===== src/rtl/mem_ctrl_pkg.sv =====
// Shared types for the unified instruction/data memory controller.
// State encoding, port identifiers and default geometry.
package mem_ctrl_pkg;

  localparam int ADDR_W_DEF     = 6;
  localparam int DATA_W_DEF     = 32;
  localparam int STARVE_MAX_DEF = 4;
  localparam int BE_W           = 4;

  typedef enum logic {
    IDLE   = 1'b0,
    ACCESS = 1'b1
  } state_e;

  localparam logic PORT_IF = 1'b0;
  localparam logic PORT_DM = 1'b1;

endpackage


===== src/rtl/mem_arb_pri.sv =====
// Two-way fixed-priority arbiter (data first) with a starvation override for fetch.
// Purely combinational; grants only while en_i is high.
module mem_arb_pri
  import mem_ctrl_pkg::*;
#(
  parameter int CNT_W      = 3,
  parameter int STARVE_MAX = STARVE_MAX_DEF
) (
  input  logic             en_i,
  input  logic             if_req_i,
  input  logic             dm_req_i,
  input  logic [CNT_W-1:0] starve_cnt_i,
  output logic             winner_o,
  output logic [1:0]       gnt_o
);

  logic starved;

  assign starved = (starve_cnt_i == CNT_W'(STARVE_MAX));

  always_comb begin
    gnt_o    = 2'b00;
    winner_o = PORT_DM;
    if (en_i) begin
      if (if_req_i && (!dm_req_i || starved)) begin
        winner_o       = PORT_IF;
        gnt_o[PORT_IF] = 1'b1;
      end else if (dm_req_i) begin
        gnt_o[PORT_DM] = 1'b1;
      end
    end
  end

endmodule


===== src/rtl/unified_mem_ctrl.sv =====
// Shares one async-read/sync-write word memory between fetch and load/store ports.
// gnt at k, memory cycle at k+1, registered valid/rdata at k+2; one access per two cycles.
module unified_mem_ctrl
  import mem_ctrl_pkg::*;
#(
  parameter int ADDR_W     = ADDR_W_DEF,
  parameter int DATA_W     = DATA_W_DEF,
  parameter int STARVE_MAX = STARVE_MAX_DEF
) (
  input  logic              clk,
  input  logic              rst,
  input  logic              if_req,
  input  logic [ADDR_W-1:0] if_addr,
  output logic              if_gnt,
  output logic              if_valid,
  output logic [DATA_W-1:0] if_rdata,
  input  logic              dm_req,
  input  logic              dm_we,
  input  logic [ADDR_W-1:0] dm_addr,
  input  logic [DATA_W-1:0] dm_wdata,
  input  logic [3:0]        dm_be,
  output logic              dm_gnt,
  output logic              dm_valid,
  output logic [DATA_W-1:0] dm_rdata,
  output logic              mem_en,
  output logic              mem_we,
  output logic [ADDR_W-1:0] mem_addr,
  output logic [DATA_W-1:0] mem_wdata,
  output logic [3:0]        mem_be,
  input  logic [DATA_W-1:0] mem_rdata
);

  localparam int CNT_W = $clog2(STARVE_MAX + 1);

  state_e            state_q, state_d;
  logic [CNT_W-1:0]  starve_q, starve_d;
  logic              port_q, port_d;
  logic              we_q, we_d;
  logic [ADDR_W-1:0] addr_q, addr_d;
  logic [DATA_W-1:0] wdata_q, wdata_d;
  logic [3:0]        be_q, be_d;
  logic              if_valid_q, if_valid_d;
  logic              dm_valid_q, dm_valid_d;
  logic [DATA_W-1:0] if_rdata_q, if_rdata_d;
  logic [DATA_W-1:0] dm_rdata_q, dm_rdata_d;

  logic              winner;
  logic [1:0]        gnt;
  logic              in_access;

  mem_arb_pri #(
    .CNT_W      (CNT_W),
    .STARVE_MAX (STARVE_MAX)
  ) u_arb (
    .en_i         (state_q == IDLE),
    .if_req_i     (if_req),
    .dm_req_i     (dm_req),
    .starve_cnt_i (starve_q),
    .winner_o     (winner),
    .gnt_o        (gnt)
  );

  always_comb begin
    state_d    = state_q;
    starve_d   = starve_q;
    port_d     = port_q;
    we_d       = we_q;
    addr_d     = addr_q;
    wdata_d    = wdata_q;
    be_d       = be_q;
    if_valid_d = 1'b0;
    dm_valid_d = 1'b0;
    if_rdata_d = if_rdata_q;
    dm_rdata_d = dm_rdata_q;
    case (state_q)
      IDLE: begin
        if (|gnt) begin
          state_d = ACCESS;
          port_d  = winner;
          if (winner == PORT_IF) begin
            we_d    = 1'b0;
            addr_d  = if_addr;
            wdata_d = '0;
            be_d    = 4'hF;
          end else begin
            we_d    = dm_we;
            addr_d  = dm_addr;
            wdata_d = dm_wdata;
            be_d    = dm_we ? dm_be : 4'hF;
          end
        end
        // Counts only arbitrations that fetch actually lost to data.
        if (gnt[PORT_IF]) begin
          starve_d = '0;
        end else if (gnt[PORT_DM] && if_req && (starve_q != CNT_W'(STARVE_MAX))) begin
          starve_d = starve_q + CNT_W'(1);
        end
      end
      ACCESS: begin
        state_d = IDLE;
        if (port_q == PORT_IF) begin
          if_valid_d = 1'b1;
          if_rdata_d = mem_rdata;
        end else begin
          dm_valid_d = 1'b1;
          if (!we_q) begin
            dm_rdata_d = mem_rdata;
          end
        end
      end
      default: state_d = IDLE;
    endcase
  end

  always_ff @(posedge clk) begin
    if (rst) begin
      state_q    <= IDLE;
      starve_q   <= '0;
      port_q     <= PORT_IF;
      we_q       <= 1'b0;
      addr_q     <= '0;
      wdata_q    <= '0;
      be_q       <= '0;
      if_valid_q <= 1'b0;
      dm_valid_q <= 1'b0;
      if_rdata_q <= '0;
      dm_rdata_q <= '0;
    end else begin
      state_q    <= state_d;
      starve_q   <= starve_d;
      port_q     <= port_d;
      we_q       <= we_d;
      addr_q     <= addr_d;
      wdata_q    <= wdata_d;
      be_q       <= be_d;
      if_valid_q <= if_valid_d;
      dm_valid_q <= dm_valid_d;
      if_rdata_q <= if_rdata_d;
      dm_rdata_q <= dm_rdata_d;
    end
  end

  assign in_access = (state_q == ACCESS);

  // Enables are gated by rst so a reset edge can never commit a write.
  assign mem_en    = in_access && !rst;
  assign mem_we    = in_access && we_q && !rst;
  assign mem_addr  = in_access ? addr_q  : '0;
  assign mem_wdata = in_access ? wdata_q : '0;
  assign mem_be    = in_access ? be_q    : '0;

  assign if_gnt   = gnt[PORT_IF];
  assign dm_gnt   = gnt[PORT_DM];
  assign if_valid = if_valid_q;
  assign dm_valid = dm_valid_q;
  assign if_rdata = if_rdata_q;
  assign dm_rdata = dm_rdata_q;

endmodule


===== config.mk =====
export PLATFORM = sky130hd
export DESIGN_NAME = unified_mem_ctrl
export DESIGN_NICKNAME = d
export VERILOG_FILES = /design/src/rtl/mem_ctrl_pkg.sv /design/src/rtl/mem_arb_pri.sv /design/src/rtl/unified_mem_ctrl.sv
export SDC_FILE = /design/constraint.sdc
export NUM_CORES = 1
export LEC_CHECK = 0
export CAP_MARGIN = 20
export CORE_MARGIN = 1
export CORE_UTILIZATION = 47
export CTS_BUF_LIST = sky130_fd_sc_hd__clkbuf_4
export DETAILED_ROUTE_END_ITERATION = 8
export PLACE_DENSITY = 0.95
export SYNTH_ARGS = -nofsm -noshare
export SYNTH_HDL_FRONTEND = slang
export SYNTH_HIERARCHICAL = 1
export SYNTH_SLANG_ARGS = --single-unit

===== constraint.sdc =====
create_clock -name clk -period 3.76 [get_ports clk]
set_input_delay 0.376 -clock clk [delete_from_list [all_inputs] [get_ports clk]]
set_output_delay 0.376 -clock clk [all_outputs]
set_load 0.01 [all_outputs]

==> flow_metrics.tcl <==
set metrics [dict create \
    outcome "finished, final reports clean" \
    first_iter_violations 221 \
    via_per_inst 5.15 \
    drive_above_1_share_pct 7.40 \
    diodes 0 \
    critical_path_buf_inv_count 1 \
    relSlewSlack_pct 25.8 \
    synth_seq_cells 114 \
    synth.area.top_cells "dfxtp_1 50%, nand2_1 14%, a21oi_1 11%, and2_1 6.1%, nand3_1 3.6%" \
    postSynthAreaPerCell_um2 8.01 \
    finalCritPeriodShare_pct 67.7 \
    ctsResizeCount 0 \
    power_leakage_uw 0.00247 \
    path_clk_slew_ns 0.10 \
    grt.overflow.total 0 \
    route.detailed.drc 0 \
    powerDensity_nw_per_um2 386 \
    synth_edf_count 0 \
    cpLargestDelayFamily "buffers and inverters" \
    synth_fp_nets 654 \
    grt_first_pass_wirelength_mm 20.6 \
    slew_viol_final 0 \
    synth_area_um2 4540 \
    grt_pass1_vias 4464 \
    fp.dieH_um 100 \
    area_delta_synth_final_pct 50.0 \
    cts_inserted_buffers 17 \
    vias 4561 \
    start_util_pct 48.9 \
    drtPass1Iterations 4 \
    grtUsageTotal_pct 26.0 \
    synth-seq-area-share_pct 50.2 \
    whs_ns 0.242 \
    clock.fmax_ghz 0.393 \
    wl_per_cell_um 14.8 \
    worst_pin_slew_ns 1.11 \
    clock-root-buffer "clkbuf_4" \
    rsz0062_at_grt "no" \
    routabilityCongestion 0.790 \
    htreeDepth 4 \
    antenna_found_initial 0 \
    fp-row-count 35 \
    grt_max_degree 114 \
    ant_nets 0 \
    fin_crit_ns 2.55 \
    slowest_stage "clkdlybuf4s50_1" \
    clockBufferDepth 2 \
    r2r_setup_slack_ns 1.36 \
    tns_ns 0 \
    peakVddDrop_uv 260 \
    post-cts-setup-buffer-count 0 \
    finalSetupViolCount 0 \
    ioPinCount 197 \
    async_flop_share_pct 0 \
    crit_fanout 8 \
    die_width_um 100 \
    synth_cell_types 32 \
    port_buffers 196 \
    hold_class "primary input to flop" \
    place_inst 854 \
    fin_skew_ns 0.0214 \
    place_hpwl_mm 9.05 \
    hold_buffers 0 \
    wirelength_mm 13.1 \
    synth_top_area_share_pct 50.2 \
    netlist_instances 567 \
    yosysTopAreaCell "dfxtp_1" \
    cts_tree "built" \
    place_area_um2 6520 \
    critPathRequiredTime_ns 3.38 \
    core_area_um2 9280 \
    drv_cap 0 \
    fin_cells 886 \
    cts.sinks 114 \
    max_stage_delay_ns 0.67 \
    yosysWarnings 6 \
    endpoint_kind "output port" \
    nNetsFinal 832 \
    ys.flop_type "dfxtp_1" \
    criticalPathCategory "flop to output port" \
    clk_latency_ns 0.49 \
    start_kind "flop" \
    hold_viol 0 \
    die_area_um2 10100 \
    final_area_um2 6820 \
    path_cells "nor3b_2 -> a21oi_1 -> clkdlybuf4s50_1" \
    arrival_ns 2.17 \
]
-- metal layers --
layer	wire (um)	global-route usage [%]	part of all wire, %
met4	469	14.2	3.6
met2	6810	46.8	52
met1	5120	28.3	39
met5	0	0	0
met3	695	5.78	5.3
-- area by class of cell --
class	count	area, um^2
tap	129	161
timing repair buffer	208	2090
fill	708	2470
clock inverter	14	143
clock buffer	17	128
inverter	4	15.0
sequential	114	2280
multi-input combinational	400	2000
-- stage by stage --
| step | worst slack (ns) | total power (uW) | util (%) |
|---|---|---|---|
| finish | 1.21 | 2630 | 73.4 |
| floorplan | 1.98 | 1580 | - |
| global route | 1.07 | 2760 | 73.4 |
| detailed placement | 1.08 | 1800 | 70.2 |
| CTS | 1.19 | 2650 | 73.1 |
| global placement | 1.17 | 1780 | 69.9 |
-- flip-flops by register name, indices dropped and copies added (netlist names) --
name,flops
starve_q,3
we_q,1
dm_rdata,32
wdata_q,32
be_q,4
if_rdata,32
addr_q,6
if_valid,1
port_q,1
in_access,1
dm_valid,1
-- cell usage after synthesis, types with 2 or more instances --
library cell and count:
clkbuf_1 22, nand4_1 2, buf_2 17, nor2_1 13
buf_1 3, a31oi_1 2, dfxtp_1 114, inv_1 4
nor3_2 2, a211oi_2 6, buf_4 2, a21oi_1 99
nand2_1 168, mux2i_1 7, nand3_1 33, and2_1 44
a311o_1 2, ha_1 2, buf_6 5, nor3_1 7
nand2b_1 2
-- logic make-up (layout without fill, tap and decap cells) --
kind of cell             count (synthesis)  in the layout  share of synthesized area, %
multiplexers                             7              7                          1.54
flip-flops                             114            114                          50.2
adder cells (fa/ha/maj)                  2              2                         0.551
AO/OA/AOI/OAI                          114            114                          14.3
AND/OR/NAND/NOR                        277            277                          27.5
buffers and inverters                   53            243                          5.84
-- worst min-delay path: cells and delay by family --
kind	cells	cell delay (ns)
and+or+nand+nor	2	0.21
buffers and inverters	1	0.09
-- worst paths after layout --
kind	startpoint	to	depth (start not counted)
setup / recovery	starve_q[0]	dm_gnt	3
hold / removal	rst	dm_valid	3
setup reg to reg	starve_q[2]	wdata_q[16]	6
hold reg to reg	wdata_q[18]	wdata_q[18]	2
-- report_power, final --
group          internal (uW)  switching (uW)  total, uW  leakage, uW
logic                    236             232        468      0.00140
registers               1280            36.6       1320     0.000930
clock network            388             460        848     0.000143
-- placed cells by master (no fill, tap or decap), drive strengths merged --
cell | netlist | routed
a211oi | 7 | 7
a21oi | 99 | 99
a311o | 2 | 2
a31oi | 2 | 2
and2 | 44 | 44
and3b | 1 | 1
buf | 27 | 13
bufinv | 0 | 2
clkbuf | 22 | 17
clkdlybuf4s50 | 0 | 195
clkinv | 0 | 9
clkinvlp | 0 | 3
dfxtp | 114 | 114
ha | 2 | 2
inv | 4 | 4
mux2i | 7 | 7
nand2 | 168 | 168
nand2b | 2 | 2
nand3 | 33 | 33
nand3b | 1 | 1
nand4 | 2 | 2
nand4b | 1 | 1
nor2 | 13 | 13
nor2b | 1 | 1
nor3 | 9 | 9
nor3b | 2 | 2
o211a | 1 | 1
o211ai | 1 | 1
o21ba | 1 | 1
o21bai | 1 | 1
No activity file was read; power rests on OpenSTA's default activity.
